**src/rtl/vga_timing_pkg.sv**
```systemverilog
// Purpose: shared VGA mode description, 640x480@60 defaults and axis-total helper.
// Latency: n/a (types and constants only).
// Backpressure: n/a.
package vga_timing_pkg;

    typedef struct packed {
        int active;
        int fp;
        int sync;
        int bp;
    } vga_mode_t;

    localparam int VGA_H_ACTIVE = 640;
    localparam int VGA_H_FP     = 16;
    localparam int VGA_H_SYNC   = 96;
    localparam int VGA_H_BP     = 48;
    localparam int VGA_V_ACTIVE = 480;
    localparam int VGA_V_FP     = 10;
    localparam int VGA_V_SYNC   = 2;
    localparam int VGA_V_BP     = 33;
    localparam int VGA_CW       = 10;

    localparam vga_mode_t VGA_640X480_H = '{active: VGA_H_ACTIVE, fp: VGA_H_FP,
                                            sync: VGA_H_SYNC, bp: VGA_H_BP};
    localparam vga_mode_t VGA_640X480_V = '{active: VGA_V_ACTIVE, fp: VGA_V_FP,
                                            sync: VGA_V_SYNC, bp: VGA_V_BP};

    // Regions are laid out active, front porch, sync, back porch.
    function automatic int axis_total(input vga_mode_t m);
        return m.active + m.fp + m.sync + m.bp;
    endfunction

endpackage

```
**src/rtl/vga_axis_counter.sv**
```systemverilog
// Purpose: one raster axis: wrapping position counter with registered active/sync flags.
// Latency: en in cycle N -> cnt/active/sync updated in cycle N+1; wrap is combinational.
// Backpressure: none; en=0 freezes the counter and both flags.
// Ports: inputclk/reset_b (sync, active-high) | en advance | cnt position |
//        active in visible region | sync at POL level in sync region | wrap = advancing past last.
module vga_axis_counter
    import vga_timing_pkg::*;
#(
    parameter int ACTIVE = VGA_H_ACTIVE,
    parameter int FP     = VGA_H_FP,
    parameter int SYNC   = VGA_H_SYNC,
    parameter int BP     = VGA_H_BP,
    parameter bit POL    = 1'b0,
    parameter int CW     = VGA_CW
) (
    input  logic          inputclk,
    input  logic          reset_b,
    input  logic          en,
    output logic [CW-1:0] cnt,
    output logic          active,
    output logic          sync,
    output logic          wrap
);

    localparam vga_mode_t     MODE    = '{active: ACTIVE, fp: FP, sync: SYNC, bp: BP};
    localparam int            TOTAL   = axis_total(MODE);
    localparam logic [CW-1:0] LAST    = CW'(TOTAL - 1);
    // One extra bit so region bounds equal to 2**CW still compare correctly.
    localparam logic [CW:0]   ACT_END = (CW+1)'(ACTIVE);
    localparam logic [CW:0]   SYNC_LO = (CW+1)'(ACTIVE + FP);
    localparam logic [CW:0]   SYNC_HI = (CW+1)'(ACTIVE + FP + SYNC);

    logic [CW-1:0] cnt_nxt;
    logic [CW:0]   cnt_nxt_ext;

    assign wrap = en && (cnt == LAST);

    always_comb begin
        cnt_nxt = cnt;
        if (wrap) begin
            cnt_nxt = '0;
        end else if (en) begin
            cnt_nxt = cnt + CW'(1);
        end
    end

    assign cnt_nxt_ext = {1'b0, cnt_nxt};

    // Flags are decoded from the next count so they line up with cnt itself.
    always_ff @(posedge inputclk) begin
        if (reset_b) begin
            cnt    <= LAST;
            active <= 1'b0;
            sync   <= ~POL;
        end else begin
            cnt    <= cnt_nxt;
            active <= (cnt_nxt_ext < ACT_END);
            sync   <= ((cnt_nxt_ext >= SYNC_LO) && (cnt_nxt_ext < SYNC_HI)) ? POL : ~POL;
        end
    end

endmodule

```
**src/rtl/vga_timing_gen.sv**
```systemverilog
// Purpose: parametrised VGA raster timing (syncs, display enables, coordinates, strobes).
// Latency: pix_en in cycle N -> all outputs updated in cycle N+1, mutually aligned.
// Backpressure: none; pix_en=0 holds every level output and zeroes the strobes.
// Ports: inputclk | reset_b (sync, active-high) | pix_en | hsync, vsync | Hdisplay, Vdisplay,
//        display | hrow (x in display, else 0) | vcolumn (y in Vdisplay, else 0) | line_start, frame_start.
module vga_timing_gen
    import vga_timing_pkg::*;
#(
    parameter int H_ACTIVE   = VGA_H_ACTIVE,
    parameter int H_FP       = VGA_H_FP,
    parameter int H_SYNC     = VGA_H_SYNC,
    parameter int H_BP       = VGA_H_BP,
    parameter int V_ACTIVE   = VGA_V_ACTIVE,
    parameter int V_FP       = VGA_V_FP,
    parameter int V_SYNC     = VGA_V_SYNC,
    parameter int V_BP       = VGA_V_BP,
    parameter bit H_SYNC_POL = 1'b0,
    parameter bit V_SYNC_POL = 1'b0,
    parameter int CW         = VGA_CW
) (
    input  logic          inputclk,
    input  logic          reset_b,
    input  logic          pix_en,
    output logic          hsync,
    output logic          vsync,
    output logic          Hdisplay,
    output logic          Vdisplay,
    output logic          display,
    output logic [CW-1:0] hrow,
    output logic [CW-1:0] vcolumn,
    output logic          line_start,
    output logic          frame_start
);

    localparam vga_mode_t H_MODE  = '{active: H_ACTIVE, fp: H_FP, sync: H_SYNC, bp: H_BP};
    localparam vga_mode_t V_MODE  = '{active: V_ACTIVE, fp: V_FP, sync: V_SYNC, bp: V_BP};
    localparam int        H_TOTAL = axis_total(H_MODE);
    localparam int        V_TOTAL = axis_total(V_MODE);
    localparam logic [CW:0] H_ACT_END = (CW+1)'(H_ACTIVE);
    localparam logic [CW:0] V_ACT_END = (CW+1)'(V_ACTIVE);

    generate
        if (CW == 0 || H_ACTIVE == 0 || H_FP == 0 || H_SYNC == 0 || H_BP == 0 ||
            V_ACTIVE == 0 || V_FP == 0 || V_SYNC == 0 || V_BP == 0) begin : g_bad_width
            $error("vga_timing_gen: zero-width timing parameter");
        end
        if (H_TOTAL > 2**CW || V_TOTAL > 2**CW) begin : g_bad_total
            $error("vga_timing_gen: H_TOTAL or V_TOTAL does not fit in CW bits");
        end
    endgenerate

    logic [CW-1:0] hcnt;
    logic [CW-1:0] vcnt;
    logic          h_wrap;
    logic          v_wrap;
    logic          v_en;
    logic [CW-1:0] h_nxt;
    logic [CW-1:0] v_nxt;
    logic          h_in_nxt;
    logic          v_in_nxt;

    assign v_en = pix_en & h_wrap;

    vga_axis_counter #(
        .ACTIVE(H_ACTIVE), .FP(H_FP), .SYNC(H_SYNC), .BP(H_BP), .POL(H_SYNC_POL), .CW(CW)
    ) u_h_axis (
        .inputclk(inputclk), .reset_b(reset_b), .en(pix_en),
        .cnt(hcnt), .active(Hdisplay), .sync(hsync), .wrap(h_wrap)
    );

    vga_axis_counter #(
        .ACTIVE(V_ACTIVE), .FP(V_FP), .SYNC(V_SYNC), .BP(V_BP), .POL(V_SYNC_POL), .CW(CW)
    ) u_v_axis (
        .inputclk(inputclk), .reset_b(reset_b), .en(v_en),
        .cnt(vcnt), .active(Vdisplay), .sync(vsync), .wrap(v_wrap)
    );

    // Rebuild the next coordinates here so display/hrow/vcolumn are registered
    // alongside the axis flags rather than gated from them after the flops.
    always_comb begin
        h_nxt = hcnt;
        v_nxt = vcnt;
        if (h_wrap) begin
            h_nxt = '0;
        end else if (pix_en) begin
            h_nxt = hcnt + CW'(1);
        end
        if (v_wrap) begin
            v_nxt = '0;
        end else if (v_en) begin
            v_nxt = vcnt + CW'(1);
        end
    end

    assign h_in_nxt = ({1'b0, h_nxt} < H_ACT_END);
    assign v_in_nxt = ({1'b0, v_nxt} < V_ACT_END);

    always_ff @(posedge inputclk) begin
        if (reset_b) begin
            display     <= 1'b0;
            hrow        <= '0;
            vcolumn     <= '0;
            line_start  <= 1'b0;
            frame_start <= 1'b0;
        end else begin
            display     <= h_in_nxt & v_in_nxt;
            hrow        <= (h_in_nxt & v_in_nxt) ? h_nxt : '0;
            vcolumn     <= v_in_nxt ? v_nxt : '0;
            // Strobes come from the wrap terms, which already include pix_en,
            // so they are single-cycle regardless of the enable duty cycle.
            line_start  <= h_wrap;
            frame_start <= h_wrap & v_wrap;
        end
    end

endmodule

```
**config.mk**
```make
export PLATFORM = sky130hd
export DESIGN_NAME = vga_timing_gen
export DESIGN_NICKNAME = d
export VERILOG_FILES = /design/src/rtl/vga_timing_pkg.sv /design/src/rtl/vga_axis_counter.sv /design/src/rtl/vga_timing_gen.sv
export SDC_FILE = /design/constraint.sdc
export NUM_CORES = 1
export LEC_CHECK = 0
export CORE_AREA = 10 10 80 82
export CTS_CLUSTER_DIAMETER = 80
export DETAILED_ROUTE_END_ITERATION = 10
export DIE_AREA = 0 0 90 92
export PLACE_DENSITY = 0.65
export SLEW_MARGIN = 0
export SYNTH_ARGS = -nofsm -noshare
export SYNTH_HDL_FRONTEND = slang
export SYNTH_SLANG_ARGS = --single-unit
```
**constraint.sdc**
```tcl
create_clock -name inputclk -period 3 [get_ports inputclk]
set_clock_uncertainty 0.2 [all_clocks]
set_input_delay 0.6 -clock inputclk [delete_from_list [all_inputs] [get_ports inputclk]]
set_output_delay 0.6 -clock inputclk [all_outputs]
set_load 0.01 [all_outputs]
```
==> flow_metrics.py <==
metrics = {
    "status": {
        "status": "finished, final reports clean",
    },
    "worst_setup_path": {
        "startpoint_type": "input port",
        "critPathLaunch": "pix_en",
        "r2r_start": "u_h_axis.cnt[5]",
        "cp.required_ns": 3.01,
        "worstPathArrival_ns": 2.81,
        "critical_path_class": "in -> reg",
        "cp-end-kind": "flip-flop",
        "critPathMaxFanout": 6,
    },
    "drt": {
        "wirelength_mm": 4.34,
        "drt_iter0_markers": 127,
        "via_count": 1607,
        "ant_nets": 0,
        "dr.pass1.iters": 4,
        "drc": 0,
        "wl_per_cell_um": 13.1,
        "vias_per_cell": 4.84,
    },
    "final_layout": {
        "nets": 267,
        "areaGrowthSynthToFinish_pct": 33.6,
        "drive_above_1_share": 0.210,
        "n_antenna_cell": 0,
        "fin_util": 0.540,
        "n_fill_cell": 464,
    },
    "timing": {
        "hold_viol": 0,
        "rsz0062_at_grt": "false",
        "period_needed_ns": 2.80,
        "finalSetupViolCount": 0,
        "slew_viol_final": 0,
        "clock.fmax_mhz": 357,
        "fin_crit_sh": 0.934,
    },
    "yosys": {
        "synth_top_area_share": 0.474,
        "yosys-top-cells-area": "dfxtp_1 47%, nor2_1 4.5%, nor3_1 4.3%, xnor2_1 3.5%, nor4_2 3.2%",
        "syn_nets": 216,
        "synth_ff_type": "dfxtp_1",
        "yosysSeqAreaShare": 0.474,
        "synthArstFlopShare": 0,
        "ys_ff_latch": 47,
        "synth_most_common_cell": "dfxtp_1",
        "synth_area_um2": 1990,
        "yosysWarnings": 0,
        "postSynthCellCount": 210,
        "synth_edf_count": 0,
        "avgSynthCellArea_um2": 9.46,
        "synthTopCellsByCount": "47 x dfxtp_1, 24 x nor2_1, 17 x nor3_1, 15 x nand2_1, 10 x nand3_1",
        "yosysUniqueCellTypes": 44,
        "yosysTopAreaCell": "dfxtp_1",
    },
    "clock_tree": {
        "ctsLongestPathBuffers": 2,
        "clock_latency_ns": 0.30,
        "clk_pin_slew_ns": 0.09,
        "cts_buffers": 5,
        "htreeDepth": 2,
        "tritoncts": "built",
        "hold_buffers": 0,
        "cts.repair.resized": 0,
        "root_buffer": "clkbuf_8",
        "postCtsSetupRepairBufs": 0,
        "cts_sinks": 47,
    },
    "global_route": {
        "track_usage": 0.105,
        "grt_pass1_vias": 1532,
        "grt_max_degree": 20,
        "antenna_found_initial": 0,
        "overflow": 0,
        "grt_pass1_wl_mm": 7.19,
    },
    "floorplanning": {
        "die_x_um": 90,
        "row_count": 26,
        "io_pins": 30,
        "dieArea_um2": 8280,
        "initial_core_util": 0.404,
        "core_um2": 4910,
        "die_h_um": 92,
    },
    "placed_design": {
        "hpwl_mm": 3.23,
        "port_buffers": 29,
        "globalplace.congestion": 0.799,
    },
    "hold_path": {
        "hold_path.class": "reg -> reg",
        "hp-start": "u_v_axis.cnt[4]",
    },
    "flow_run": {
        "drv_cap": 0,
    },
    "pwr": {
        "powerDensity_nw_per_um2": 897,
        "ir_drop_mv": 0.497,
        "total_power_w": 0.00238,
        "power_leakage_nw": 1.00,
    },
}
## power by group
group          total, W  internal [W]  switching (W)  leakage (nW)
Clock          0.000538      0.000333       0.000205        0.0654
Combinational   0.00101      0.000486       0.000523         0.553
Sequential     0.000834      0.000737      0.0000970         0.382
Total           0.00238       0.00156       0.000825          1.00
## worst max-delay path, stage by stage
cell and delay [ns]:
clkdlybuf4s50_1 0.52, nand3_1 0.11, or4_4 0.53, nor4b_2 0.31, xnor2_1 0.19, a21oi_2 0.11
buf_4 0.18, nor4b_2 0.26
## metrics by stage
| stage | setup WS (ns) | TNS [ns] | hold WS (ns) | cells | instance area, µm² |
|---|---|---|---|---|---|
| floorplan | 0.250 | 0 | 0.339 | 210 | 1990 |
| global placement | -0.0565 | -0.677 | 0.385 | 324 | 2520 |
| detailed placement | -0.136 | -1.39 | 0.391 | 324 | 2520 |
| CTS | 0.178 | 0 | 0.418 | 332 | 2650 |
| global route | 0.0444 | 0 | 0.461 | 332 | 2650 |
| finish | 0.199 | 0 | 0.414 | 332 | 2650 |
## state kept, by name, summed over array words and instances (netlist names)
register and cells:
hrow 10, u_h_axis.cnt 10, u_v_axis.cnt 10, u_h_axis.active 1
line_start 1, display 1, u_v_axis.active 1, u_h_axis.sync 1
vcolumn 10, frame_start 1, u_v_axis.sync 1
## cell type report
type,count,area [µm²],area share
multi-input combinational,148,980,0.369
sequential,47,941,0.355
timing repair buffer,55,498,0.188
tap,70,87.6,0.0330
clock buffer,6,72.6,0.0273
clock inverter,2,60.1,0.0226
inverter,4,15.0,0.00566
## layer usage
layer	up-vias	global-route usage	routed length [µm]
li1	831	-	-
met1	742	0.127	2110
met2	30	0.166	1920
met3	4	0.0416	258
met4	0	0.0371	51
met5	-	0	0
## logic make-up after synthesis
family                     synth area share
DFF                                   0.474
xor gates and xnor gates             0.0662
AOI/OAI and AO/OA                    0.0674
and+or+nand+nor                       0.326
muxes                                0.0101
adders and majority gates            0.0189
other                               0.00189
buffers and inverters                0.0359
## placed cells by master (no fill, tap or decap), drive strengths merged, types with 4 or more instances in the layout
| cell type | synthesis | final |
|---|---|---|
| or2 | 6 | 6 |
| nor2 | 25 | 25 |
| xor2 | 7 | 7 |
| nand4 | 6 | 6 |
| inv | 4 | 4 |
| xnor2 | 8 | 8 |
| nand3 | 10 | 10 |
| a21oi | 4 | 4 |
| clkbuf | 6 | 6 |
| nor4 | 7 | 7 |
| buf | 5 | 26 |
| nand2b | 4 | 4 |
| nor4b | 4 | 4 |
| nand2 | 15 | 15 |
| clkdlybuf4s50 | 0 | 29 |
| nor3 | 17 | 17 |
| dfxtp | 47 | 47 |
## path summary, 6_finish.rpt
check	end	slack (ns)	depth (start not counted)
max	hrow[3]	0.20	8
min	u_v_axis.cnt[4]	0.41	2
max reg2reg	vcolumn[6]	0.36	8
min reg2reg	u_v_axis.cnt[4]	0.41	2
Note: power is estimated with default switching activity, not from simulation.
